<file path="src/rtl/vga_timing_pkg.sv">
// Shared 640x480 VGA timing constants, phase encodings and the sync bundle
// that travels through the sync/blanking delay line.
package vga_timing_pkg;

    // Counter widths
    localparam int CNT_W    = 10;
    localparam int FRAME_W  = 8;
    localparam int COLOUR_W = 4;

    // Horizontal timing (pixel clocks)
    localparam int TOTAL_COLS    = 800;
    localparam int ACTIVE_COLS   = 640;
    localparam int H_FRONT_PORCH = 16;
    localparam int H_SYNC_WIDTH  = 96;
    localparam int H_BACK_PORCH  = 48;

    // Vertical timing (lines)
    localparam int TOTAL_ROWS    = 525;
    localparam int ACTIVE_ROWS   = 480;
    localparam int V_FRONT_PORCH = 10;
    localparam int V_SYNC_WIDTH  = 2;
    localparam int V_BACK_PORCH  = 33;

    // Renderer latency that the syncs and blanking are re-aligned to
    localparam int VIDEO_DELAY = 2;

    typedef enum logic [1:0] {
        H_ACTIVE = 2'b00,
        H_FRONT  = 2'b01,
        H_SYNC   = 2'b10,
        H_BACK   = 2'b11
    } h_phase_e;

    typedef enum logic [1:0] {
        V_ACTIVE = 2'b00,
        V_FRONT  = 2'b01,
        V_SYNC   = 2'b10,
        V_BACK   = 2'b11
    } v_phase_e;

    // Signals that must stay aligned with the renderer's colour
    typedef struct packed {
        logic hsync;   // active low
        logic vsync;   // active low
        logic active;  // visible pixel
    } sync_bus_t;

    localparam int SYNC_BUS_W = $bits(sync_bus_t);

    // Level of the bundle while nothing is being displayed or synced
    localparam sync_bus_t SYNC_IDLE = '{hsync: 1'b1, vsync: 1'b1, active: 1'b0};

    // Truncate an elaboration-time integer to counter width
    function automatic logic [CNT_W-1:0] to_cnt(input int value);
        return value[CNT_W-1:0];
    endfunction

endpackage

</file>
<file path="src/rtl/sync_delay_line.sv">
// Fixed-depth shift register with a synchronous reset to a chosen vector.
// A depth of zero turns it into a plain wire.
module sync_delay_line #(
    parameter int               WIDTH     = 3,
    parameter int               DEPTH     = 2,
    parameter logic [WIDTH-1:0] RESET_VAL = '0
) (
    input  logic             i_Clk,
    input  logic             i_Reset,
    input  logic [WIDTH-1:0] i_Data,
    output logic [WIDTH-1:0] o_Data
);

    if (DEPTH == 0) begin : g_bypass
        // Clock and reset have no job when the line is bypassed
        logic unused_bypass;
        assign unused_bypass = i_Clk ^ i_Reset;

        // Zero latency: the raw value passes straight through
        assign o_Data = i_Data;
    end else begin : g_shift
        logic [WIDTH-1:0] stage_q [DEPTH];

        // Shift one stage per clock; reset loads every stage with the idle vector
        always_ff @(posedge i_Clk) begin
            if (i_Reset) begin
                // NOTE: these stages are individual flops rather than a RAM, so
                // resetting every entry is cheap and keeps a reset from letting a
                // half-finished sync pulse drain out of the line.
                for (int i = 0; i < DEPTH; i++) begin
                    stage_q[i] <= RESET_VAL;
                end
            end else begin
                stage_q[0] <= i_Data;
                for (int i = 1; i < DEPTH; i++) begin
                    stage_q[i] <= stage_q[i-1];
                end
            end
        end

        assign o_Data = stage_q[DEPTH-1];
    end

endmodule

</file>
<file path="src/rtl/vga_sync_gen.sv">
// 640x480 VGA timing generator: free-running column/row/frame counters,
// horizontal and vertical phase FSMs, and active-low syncs plus blanked
// colour delayed to line up with the renderer's pipeline.
module vga_sync_gen
    import vga_timing_pkg::*;
#(
    parameter int c_TOTAL_COLS    = TOTAL_COLS,
    parameter int c_TOTAL_ROWS    = TOTAL_ROWS,
    parameter int c_ACTIVE_COLS   = ACTIVE_COLS,
    parameter int c_ACTIVE_ROWS   = ACTIVE_ROWS,
    parameter int c_H_FRONT_PORCH = H_FRONT_PORCH,
    parameter int c_H_SYNC        = H_SYNC_WIDTH,
    parameter int c_H_BACK_PORCH  = H_BACK_PORCH,
    parameter int c_V_FRONT_PORCH = V_FRONT_PORCH,
    parameter int c_V_SYNC        = V_SYNC_WIDTH,
    parameter int c_V_BACK_PORCH  = V_BACK_PORCH,
    parameter int c_VIDEO_DELAY   = VIDEO_DELAY
) (
    input  logic                i_Clk,
    input  logic                i_Reset,
    input  logic [COLOUR_W-1:0] i_Red_Video,
    input  logic [COLOUR_W-1:0] i_Grn_Video,
    input  logic [COLOUR_W-1:0] i_Blu_Video,
    output logic [CNT_W-1:0]    o_Col_Count,
    output logic [CNT_W-1:0]    o_Row_Count,
    output logic                o_Active,
    output logic                o_Frame_Start,
    output logic [FRAME_W-1:0]  o_Frame_Count,
    output logic                o_HSync,
    output logic                o_VSync,
    output logic [COLOUR_W-1:0] o_Red_Video,
    output logic [COLOUR_W-1:0] o_Grn_Video,
    output logic [COLOUR_W-1:0] o_Blu_Video
);

    // Last column / row of each phase, derived from the timing parameters
    localparam logic [CNT_W-1:0] COL_LAST      = to_cnt(c_TOTAL_COLS - 1);
    localparam logic [CNT_W-1:0] H_ACTIVE_LAST = to_cnt(c_ACTIVE_COLS - 1);
    localparam logic [CNT_W-1:0] H_FRONT_LAST  = to_cnt(c_ACTIVE_COLS + c_H_FRONT_PORCH - 1);
    localparam logic [CNT_W-1:0] H_SYNC_LAST   = to_cnt(c_ACTIVE_COLS + c_H_FRONT_PORCH
                                                        + c_H_SYNC - 1);
    localparam logic [CNT_W-1:0] H_BACK_LAST   = to_cnt(c_ACTIVE_COLS + c_H_FRONT_PORCH
                                                        + c_H_SYNC + c_H_BACK_PORCH - 1);

    localparam logic [CNT_W-1:0] ROW_LAST      = to_cnt(c_TOTAL_ROWS - 1);
    localparam logic [CNT_W-1:0] V_ACTIVE_LAST = to_cnt(c_ACTIVE_ROWS - 1);
    localparam logic [CNT_W-1:0] V_FRONT_LAST  = to_cnt(c_ACTIVE_ROWS + c_V_FRONT_PORCH - 1);
    localparam logic [CNT_W-1:0] V_SYNC_LAST   = to_cnt(c_ACTIVE_ROWS + c_V_FRONT_PORCH
                                                        + c_V_SYNC - 1);
    localparam logic [CNT_W-1:0] V_BACK_LAST   = to_cnt(c_ACTIVE_ROWS + c_V_FRONT_PORCH
                                                        + c_V_SYNC + c_V_BACK_PORCH - 1);

    logic [CNT_W-1:0]   col_q, col_d;
    logic [CNT_W-1:0]   row_q, row_d;
    logic [FRAME_W-1:0] frame_q, frame_d;
    h_phase_e           h_phase_q;
    v_phase_e           v_phase_q;
    sync_bus_t          raw_sync;
    sync_bus_t          dly_sync;

    // Counter next-state: column wraps into a row step, row wrap bumps the frame
    always_comb begin
        // NOTE: every signal gets a default before any branch, so no path can
        // leave one unassigned and infer a latch.
        col_d   = col_q + to_cnt(1);
        row_d   = row_q;
        frame_d = frame_q;
        if (col_q == COL_LAST) begin
            col_d = '0;
            if (row_q == ROW_LAST) begin
                row_d   = '0;
                frame_d = frame_q + FRAME_W'(1);
            end else begin
                row_d = row_q + to_cnt(1);
            end
        end
    end

    // Counter registers
    always_ff @(posedge i_Clk) begin
        // NOTE: state is written with non-blocking assignments so every
        // register samples its inputs from before the edge, regardless of order.
        if (i_Reset) begin
            col_q   <= '0;
            row_q   <= '0;
            frame_q <= '0;
        end else begin
            col_q   <= col_d;
            row_q   <= row_d;
            frame_q <= frame_d;
        end
    end

    // Phase FSMs: horizontal steps on column compares, vertical only on line wrap
    always_ff @(posedge i_Clk) begin
        if (i_Reset) begin
            h_phase_q <= H_ACTIVE;
            v_phase_q <= V_ACTIVE;
        end else begin
            case (h_phase_q)
                H_ACTIVE: if (col_q == H_ACTIVE_LAST) h_phase_q <= H_FRONT;
                H_FRONT:  if (col_q == H_FRONT_LAST)  h_phase_q <= H_SYNC;
                H_SYNC:   if (col_q == H_SYNC_LAST)   h_phase_q <= H_BACK;
                H_BACK:   if (col_q == H_BACK_LAST)   h_phase_q <= H_ACTIVE;
                default:                              h_phase_q <= H_ACTIVE;
            endcase

            if (col_q == COL_LAST) begin
                case (v_phase_q)
                    V_ACTIVE: if (row_q == V_ACTIVE_LAST) v_phase_q <= V_FRONT;
                    V_FRONT:  if (row_q == V_FRONT_LAST)  v_phase_q <= V_SYNC;
                    V_SYNC:   if (row_q == V_SYNC_LAST)   v_phase_q <= V_BACK;
                    V_BACK:   if (row_q == V_BACK_LAST)   v_phase_q <= V_ACTIVE;
                    default:                              v_phase_q <= V_ACTIVE;
                endcase
            end
        end
    end

    // Undelayed sync and visibility levels decoded from the phases
    always_comb begin
        raw_sync        = SYNC_IDLE;
        raw_sync.hsync  = (h_phase_q != H_SYNC);
        raw_sync.vsync  = (v_phase_q != V_SYNC);
        raw_sync.active = (h_phase_q == H_ACTIVE) && (v_phase_q == V_ACTIVE);
    end

    // Delay the syncs and blanking so they meet the renderer's colour
    sync_delay_line #(
        .WIDTH     (SYNC_BUS_W),
        .DEPTH     (c_VIDEO_DELAY),
        .RESET_VAL (SYNC_IDLE)
    ) u_sync_delay (
        .i_Clk   (i_Clk),
        .i_Reset (i_Reset),
        .i_Data  (raw_sync),
        .o_Data  (dly_sync)
    );

    assign o_Col_Count   = col_q;
    assign o_Row_Count   = row_q;
    assign o_Frame_Count = frame_q;
    assign o_Active      = raw_sync.active;
    assign o_Frame_Start = (col_q == '0) && (row_q == '0);

    assign o_HSync       = dly_sync.hsync;
    assign o_VSync       = dly_sync.vsync;

    // Colour is passed through only while the delayed pixel is visible
    assign o_Red_Video   = dly_sync.active ? i_Red_Video : '0;
    assign o_Grn_Video   = dly_sync.active ? i_Grn_Video : '0;
    assign o_Blu_Video   = dly_sync.active ? i_Blu_Video : '0;

endmodule
</file>
<file path="config.mk">
export PLATFORM = sky130hd
export DESIGN_NAME = vga_sync_gen
export DESIGN_NICKNAME = d
export VERILOG_FILES = /design/src/rtl/vga_timing_pkg.sv /design/src/rtl/sync_delay_line.sv /design/src/rtl/vga_sync_gen.sv
export SDC_FILE = /design/constraint.sdc
export NUM_CORES = 1
export LEC_CHECK = 0
export BUFFER_PORTS_ARGS = -buffer_cell sky130_fd_sc_hd__buf_4
export CAP_MARGIN = 20
export CORE_UTILIZATION = 35
export CTS_CLUSTER_SIZE = 10
export DETAILED_ROUTE_END_ITERATION = 12
export GPL_ROUTABILITY_DRIVEN = 0
export SLEW_MARGIN = 20
export SYNTH_ARGS = -nofsm -noshare
export SYNTH_HDL_FRONTEND = slang
export SYNTH_SLANG_ARGS = --single-unit
</file>
<file path="constraint.sdc">
create_clock -name i_Clk -period 2.2 [get_ports i_Clk]
set_input_delay 0 -clock i_Clk [delete_from_list [all_inputs] [get_ports i_Clk]]
set_output_delay 0 -clock i_Clk [all_outputs]
set_load 0.005 [all_outputs]
</file>
==> results of run 1 <==
[flip-flops by register name (all words and copies together) (netlist names)]
| register | count |
|---|---|
| o_Row_Count | 10 |
| v_phase_q | 2 |
| o_Col_Count | 10 |
| u_sync_delay.g_shift.stage_q | 6 |
| h_phase_q | 2 |
| o_Frame_Count | 8 |
[worst min path at each step]
stage / start / to / slack (ns)
floorplan: i_Blu_Video[2] / o_Blu_Video[2] / 0.11
global placement: i_Blu_Video[2] / o_Blu_Video[2] / 0.27
detailed placement: i_Blu_Video[2] / o_Blu_Video[2] / 0.28
CTS: i_Reset / o_Row_Count[0] / 0.04
global route: i_Reset / o_Frame_Count[1] / 0.05
finish: i_Reset / o_Row_Count[0] / 0.04
[per-layer routing]
metal  wire (um)  track usage (%)
met4          44            4.444
met1        2104            20.48
met3         237            3.605
met5           0                0
met2        2212            27.43
[stage by stage]
| step | area, sq um | power, mW | setup WS (ns) | hold slack, ns |
|---|---|---|---|---|
| floorplan | 2023 | 0.8013 | 0.08117 | 0.1103 |
| global placement | 2590 | 0.8733 | 0.2267 | 0.2720 |
| finish | 2700 | 1.411 | 0.1041 | 0.03780 |
| global route | 2700 | 1.475 | 0.02405 | 0.04743 |
| detailed placement | 2590 | 0.8746 | 0.1475 | 0.2778 |
| CTS | 2700 | 1.432 | 0.1236 | 0.04129 |
[area by class of cell]
cell class | instances | area [sq um] | share of cell area [%]
multi-input combinational | 169 | 1180 | 43.70
sequential | 38 | 760.7 | 28.17
timing repair buffer | 68 | 510.5 | 18.91
clock buffer | 8 | 110.1 | 4.078
tap | 72 | 90.09 | 3.336
inverter | 13 | 48.80 | 1.807
[cells in the final DEF, fill, tap and decap left out, drive strengths merged]
cell,Yosys,final
nand2,18,18
nand2b,1,1
a21oi,4,4
or4b,2,2
nor4b,1,1
a22oi,1,1
or2,2,2
a221oi,1,1
nor3,6,6
a221o,1,1
buf,3,68
nand3,11,11
ha,16,16
and3b,1,1
o221ai,1,1
and4,1,1
nand4,9,9
dfxtp,38,38
a41o,1,1
nor4,7,7
and2,12,12
clkbuf,5,8
or3,2,2
o21ai,2,2
nor4bb,2,2
xnor2,7,7
or4,1,1
o31ai,1,1
mux2i,3,3
inv,13,13
and3,9,9
and2b,1,1
xor2,14,14
o211a,1,1
a211oi,1,1
nor2,28,28
nor2b,1,1
[worst max-delay path: cells and delay by family, from the launching register on]
family | cells | cell delay (ns)
AO/OA/AOI/OAI | 2 | 0.61
adder cells (fa/ha/maj) | 1 | 0.19
flip-flops | 1 | 0.35
multiplexers | 1 | 0.21
AND/OR/NAND/NOR | 2 | 0.67
[cell families (layout without fill, tap and decap cells)]
logic type | after synthesis | count (layout) | share of synthesized area, %
buf+inv | 21 | 89 | 4.081
mux | 3 | 3 | 1.484
compound gates | 14 | 14 | 5.814
simple gates | 115 | 115 | 32.03
xor+xnor | 21 | 21 | 9.091
flops | 38 | 38 | 37.60
fa+ha+maj | 16 | 16 | 9.895
[power groups by stage]
| stage | combinational (mW) | sequential (mW) | clock, mW |
|---|---|---|---|
| 3_3_place_gp | 0.142 | 0.731 | 0 |
| 5_1_grt | 0.157 | 0.718 | 0.599 |
| 3_5_place_dp | 0.144 | 0.731 | 0 |
| 6_report | 0.141 | 0.715 | 0.556 |
| 4_1_cts | 0.144 | 0.715 | 0.573 |
| 2_1_floorplan | 0.0738 | 0.728 | 0 |
==> summary by stage, run 1 <==
CTS
In this run the post-CTS setup repair buffer count came out at 0. The number of buffers on the longest clock path is 2. The clock-pin slew on the worst setup and hold paths is 0.08 ns. The master cell of the clock root buffer is sky130_fd_sc_hd__clkbuf_8.

Counting the buffers created by CTS gives 5. TritonCTS built the clock tree. The number of hold buffers added after CTS was 0. The total number of H-tree levels is 2. The clock latency on the worst-skew pair is 0.29 ns. The clock net in this run drives a total of 38 sinks. The count of cells resized by post-cts repair is 0.

Drt
In this run, the number of DRC markers left after iteration 0 of detailed routing was 76. The total wire length is 4.599 mm. The total DRC errors in the routed layout is 0. The count of nets left with antenna violations once routing finished came out at 0. The detailed router placed 1,764 vias in this run.

For this run, the detailed router's first-pass iteration total came to 4. The number of vias per cell is 4.793. Dividing the detail-routed wire length by the instance count gives 12.50 um.

Setup path
The worst register-to-register path has a depth of 6. The slowest cell on the critical path is sky130_fd_sc_hd__or4b_1. The worst setup path is launched from a flip-flop. The worst register-to-register path ends at v_phase_q[1]. Across all register-to-register paths, the minimum setup slack is 0.10 ns. STA classifies the critical path endpoint as a flip-flop. Traced cell by cell, the critical path runs through ha_1, nand4_1, or4b_1, a221o_1, a221oi_4, mux2i_1.

The biggest fanout along the worst timing path is 2. STA puts the critical path data arrival time at 2.31 ns. In this run the worst setup path begins at o_Row_Count[1]. In this design, the stage delay of the slowest critical-path cell is 0.56 ns. The worst register-to-register path begins at o_Row_Count[1]. The timing endpoint of the critical path is v_phase_q[1].

Data on the critical path is required at its endpoint by 2.42 ns. The critical path class is reg2reg.

Logic synthesis
In the post-synthesis netlist, the biggest area contributors are sky130_fd_sc_hd__dfxtp_1 (38%), sky130_fd_sc_hd__ha_1 (9.9%), sky130_fd_sc_hd__xor2_1 (6.1%). For this run, the leading register cell type out of synthesis is sky130_fd_sc_hd__dfxtp_1. sky130_fd_sc_hd__dfxtp_1 takes more of the synthesized area than any other cell.

The number of distinct library cell variants in the gate-level netlist after synthesis is 42. The netlist area before placement is 2023 sq um. The top-area cell type share of the netlist area is 37.60%. The sequential element share of the synthesized area is 37.60%. For this run, the number of Yosys warnings is 0.

The synthesized design contains 0 enable-type register cells. By count the netlist is led by sky130_fd_sc_hd__dfxtp_1 (38), sky130_fd_sc_hd__nor2_1 (28), sky130_fd_sc_hd__nand2_1 (18). After synthesis, the share of flip-flops with an asynchronous set or reset is 0%. The mean instance size in the synthesized netlist is 8.874 sq um.

The dominant cell by count in the synthesized netlist is sky130_fd_sc_hd__dfxtp_1. The number of instances in the synthesized netlist is 228. The net count after synthesis is 258. The total of flip-flops plus latches after synthesis is 38.

Power and ir drop
The leakage power summed over all cells is 1.192 nW. The share of total power in the clock network is 39.4%. The sequential share of power is 50.7%.

The switching component of the power is 0.3151 mW. Dividing total power by cell area gives a power density of 522.7 nW/um^2. The power share of the combinational group is 10.0%. The largest vdd supply drop is 0.0003161 V. In this run switching power makes up 22.32% of total power. Cell internal power was estimated by the tool at 1.096 mW.

STA
The hold violation count in the final report is 0. The maximum clock skew at final layout is 0.008891 ns. Timing would allow up to 477.1 MHz.

Setup violations remaining at the end of the flow were counted as 0. The max-slew violation total from the final report came to 0. The smallest clock period supported by the final layout is computed as 2.096 ns. Setup repair after global routing left no endpoint under its margin. The measured slew at the worst slew-check pin is 0.3836 ns.

The final setup TNS is 0 ns. The final worst-path cycle share is 95.27%. The worst-case headroom to the max-slew limit is 74.19%.

Hold path
In this run the worst hold path is classified as in2reg. The number of cells on the worst hold path is 2.

Layout
The proportion of layout cells with a drive suffix above 1 is 29.73%. The number of fillers in the final layout is 573. At the end of the flow the core is filled with cells to 48.74%. The signed area change from the synthesized netlist to the final layout is 33.46%. The finished layout holds 368 standard cells, fillers aside. At the end of the flow, the number of nets in the layout was 325. The number of antenna diodes in the final layout is 0.

GRT
The global router's overall resource usage is 16.12%. The first global-routing pass estimated 7.838 mm of wire. Global routing finished with a remaining overflow of 0. The maximum number of pins on one net before global-route repair is 21. The number of global-route vias before repair is 1,693.

The number of antenna violations at the first check in global routing came to 0.

Floorplan
Once the floorplan was initialized, standard cells occupied 36.52% of the core. 58 I/O pins were placed. The floorplan step set the die width to 78.03 um. The die outline area is 6089 sq um. The row count is 27.

The die is 78.03 um tall. The floorplan step defined a core boundary enclosing 5540 sq um.

Place
The count of input and output buffers is 57. The total placed cells including tap cells is 360. The HPWL after detailed placement is 3.524 mm.

Run status
The flow ran to the end, and the final reports show no timing, DRC or antenna violations.

Job
Across the run, the number of max-cap violations was 0.
Power figures use the tool's default switching activity.
==> run 2: changes to the inputs <==
--- a/config.mk
+++ b/config.mk
@@ -7,10 +7,11 @@
 export LEC_CHECK = 0
 export BUFFER_PORTS_ARGS = -buffer_cell sky130_fd_sc_hd__buf_4
 export CAP_MARGIN = 20
-export CORE_UTILIZATION = 35
+export CORE_UTILIZATION = 51
 export CTS_CLUSTER_SIZE = 10
 export DETAILED_ROUTE_END_ITERATION = 12
 export GPL_ROUTABILITY_DRIVEN = 0
+export PLACE_DENSITY = 0.79
 export SLEW_MARGIN = 20
 export SYNTH_ARGS = -nofsm -noshare
 export SYNTH_HDL_FRONTEND = slang
==> summary by stage, run 2 (synthesis results as in run 1) <==
Hold path
The worst hold path terminates at o_Frame_Count[7]. The origin of the worst min-delay path is i_Reset. The min-delay analysis places its worst path in the category in2reg.

The worst hold path passes through 2 cells.

STA
Setup repair after global routing left no endpoint under its margin. The clock arrives with 0.003873 ns of skew. The final number of setup-violating endpoints is 0. The hold violation count in the final report is 0. The max-slew violation total from the final report is 0. Setup total negative slack on the finished layout was measured at 0 ns. The post-route minimum period is 2.052 ns. The worst path uses 93.28% of the clock period. The highest achievable clock rate is 487.3 MHz. The measured slew at the worst slew-check pin is 0.3978 ns.

Headroom to the max-slew limit came out at 73.24%. The final worst slack is 0.1478 ns.

Drt
The total via count in the routed design is 1,856. The number of vias per cell is 5.395. The first detailed-routing pass took 4 iterations.

The starting DRC count in detailed routing is 72. Dividing the detail-routed wire length by the instance count gives 13.91 um. The remaining antenna violation count is 0.

The total wire length is 4.784 mm. The total DRC errors in the routed layout is 0.

Setup path
The sort of element at the start of the critical path is a flip-flop. Across all register-to-register paths, the minimum setup slack is 0.15 ns. For the worst setup path, the data arrival time is 2.27 ns. The capturing element type of the critical path is a flip-flop.

On the critical path, the stage with the largest delay is an instance of sky130_fd_sc_hd__or4b_1. The setup path with the least slack is of type reg2reg. The critical path goes through ha_1, nand4_1, or4b_1, a221o_1, a221oi_4, mux2i_1.

The delay of the slowest cell on the worst path is 0.53 ns. At the worst endpoint, the required time is 2.41 ns. The length in cells of the worst reg-to-reg path is 6. The worst register-to-register path begins at o_Row_Count[1]. Along the worst path, the maximum fanout reaches 2.

The endpoint identified for the worst register-to-register timing path is v_phase_q[1].

Place
The count of input and output buffers is 57. Detailed placement finished with a half-perimeter wire length of 3.625 mm. The post-place instance area is 2560 sq um.

Once placement completed, the tool counted placed cells totaling 336. At the placement stage, the worst setup path has a slack of 0.1909 ns.

Layout
The finished layout holds 344 standard cells, fillers aside. The number of antenna diodes in the final layout is 0. The net total in the final layout is 325. Compared with the post-synthesis result, the final layout area differs by 31.05%. The post-route cell area is 2651 sq um. After filler insertion, the fill cell instance count of the layout stands at 311. The leading cell type in the layout, fill and taps excluded is sky130_fd_sc_hd__buf_4. The post-route netlist has 29.39% of its cells at a drive strength greater than 1. The library cells used most frequently in the layout, excluding fill and tap cells, are sky130_fd_sc_hd__buf_4 (68), sky130_fd_sc_hd__dfxtp_1 (38), sky130_fd_sc_hd__nor2_1 (28), sky130_fd_sc_hd__nand2_1 (18), sky130_fd_sc_hd__ha_1 (16).

Power and ir drop
The leakage power summed over all cells is 1.181 nW. VDD sags by at most 0.0005189 V. The power density over cell area is 504.4 nW/um^2.

GRT
Summed over all layers, the global routing overflow is 0. The maximum number of pins on one net before global-route repair is 21. The number of antenna violations at the first check in global routing came to 0.

Global routing used 23.79% of the available tracks across all layers. The global-route wire length before repair is 7.624 mm. The number of global-route vias before repair is 1,707.

Floorplan
For this configuration, the core starts out at a cell density of 54.04%. The vertical die dimension is 64.99 um. The die is 64.99 um wide. Pin placement for this block handled 58 I/O pins. The die outline area is 4223 sq um. The region available for standard cell placement spans 3744 sq um. Row generation in the floorplan step produced 22 rows.

CTS
The H-tree was split into 2 levels. The clock drives 38 sinks. Post-CTS repair changed the size of 0 cells.

The master cell of the clock root buffer is sky130_fd_sc_hd__clkbuf_8. The clock passes through at most 2 buffers. Clock-pin slew was measured on the worst setup and hold paths at 0.07 ns. The clock latency on the worst-skew pair is 0.28 ns. The number of buffers added to fix hold violations after cts is 0.

TritonCTS built the clock tree. The number of CTS-inserted buffers is 5. Post-CTS timing repair inserted 0 buffers for setup.

Job
The number of maximum-capacitance violations is 0.

Run status
The flow ran to the end, and the final reports show no timing, DRC or antenna violations.
[run 2: worst max-delay path by stage]
| stage | end | startpoint | slack [ns] |
|---|---|---|---|
| after floorplan | v_phase_q[0] | o_Row_Count[0] | 0.08 |
| after global placement | v_phase_q[1] | o_Row_Count[6] | 0.22 |
| after detailed placement | v_phase_q[1] | o_Row_Count[3] | 0.19 |
| after CTS | v_phase_q[1] | o_Row_Count[1] | 0.15 |
| after global routing | o_Frame_Count[7] | o_Row_Count[1] | 0.03 |
| final | v_phase_q[1] | o_Row_Count[1] | 0.15 |
[run 2: layout make-up]
| type | count | area [sq um] | area share, % |
|---|---|---|---|
| timing repair buffer | 68 | 510.5 | 19.25 |
| clock buffer | 7 | 86.33 | 3.256 |
| inverter | 13 | 48.80 | 1.840 |
| sequential | 38 | 760.7 | 28.69 |
| tap | 48 | 60.06 | 2.265 |
| multi-input combinational | 169 | 1180 | 44.50 |
| clock inverter | 1 | 5.005 | 0.1888 |
[run 2: per-layer routing]
layer	wire, um	GRT usage, %	vias up
li1	-	-	917
met1	2139	27.33	863
met2	2185	39.19	64
met3	323	7.570	12
met4	136	12.22	0
met5	0	0	-
[run 2: through the flow]
step	util, %	total power, mW	hold slack (ns)
floorplan	-	0.8013	0.1103
global route	70.82	1.395	0.04329
global placement	68.38	0.8700	0.2769
finish	70.82	1.337	0.04521
detailed placement	68.38	0.8743	0.2775
CTS	70.82	1.349	0.03532
[run 2: where the power goes]
part	leakage [nW]	switching, mW	internal [mW]
clock	0.0482	0.227	0.253
combinational	0.825	0.0626	0.0766
sequential	0.307	0.0163	0.702
[run 2: worst max-delay path: cells and delay by family, from the launching register on]
kind                     cells  cell delay [ns]
adder cells (fa/ha/maj)      1             0.19
flip-flops                   1             0.35
AND/OR/NAND/NOR              2             0.65
multiplexers                 1             0.21
AO/OA/AOI/OAI                2             0.58
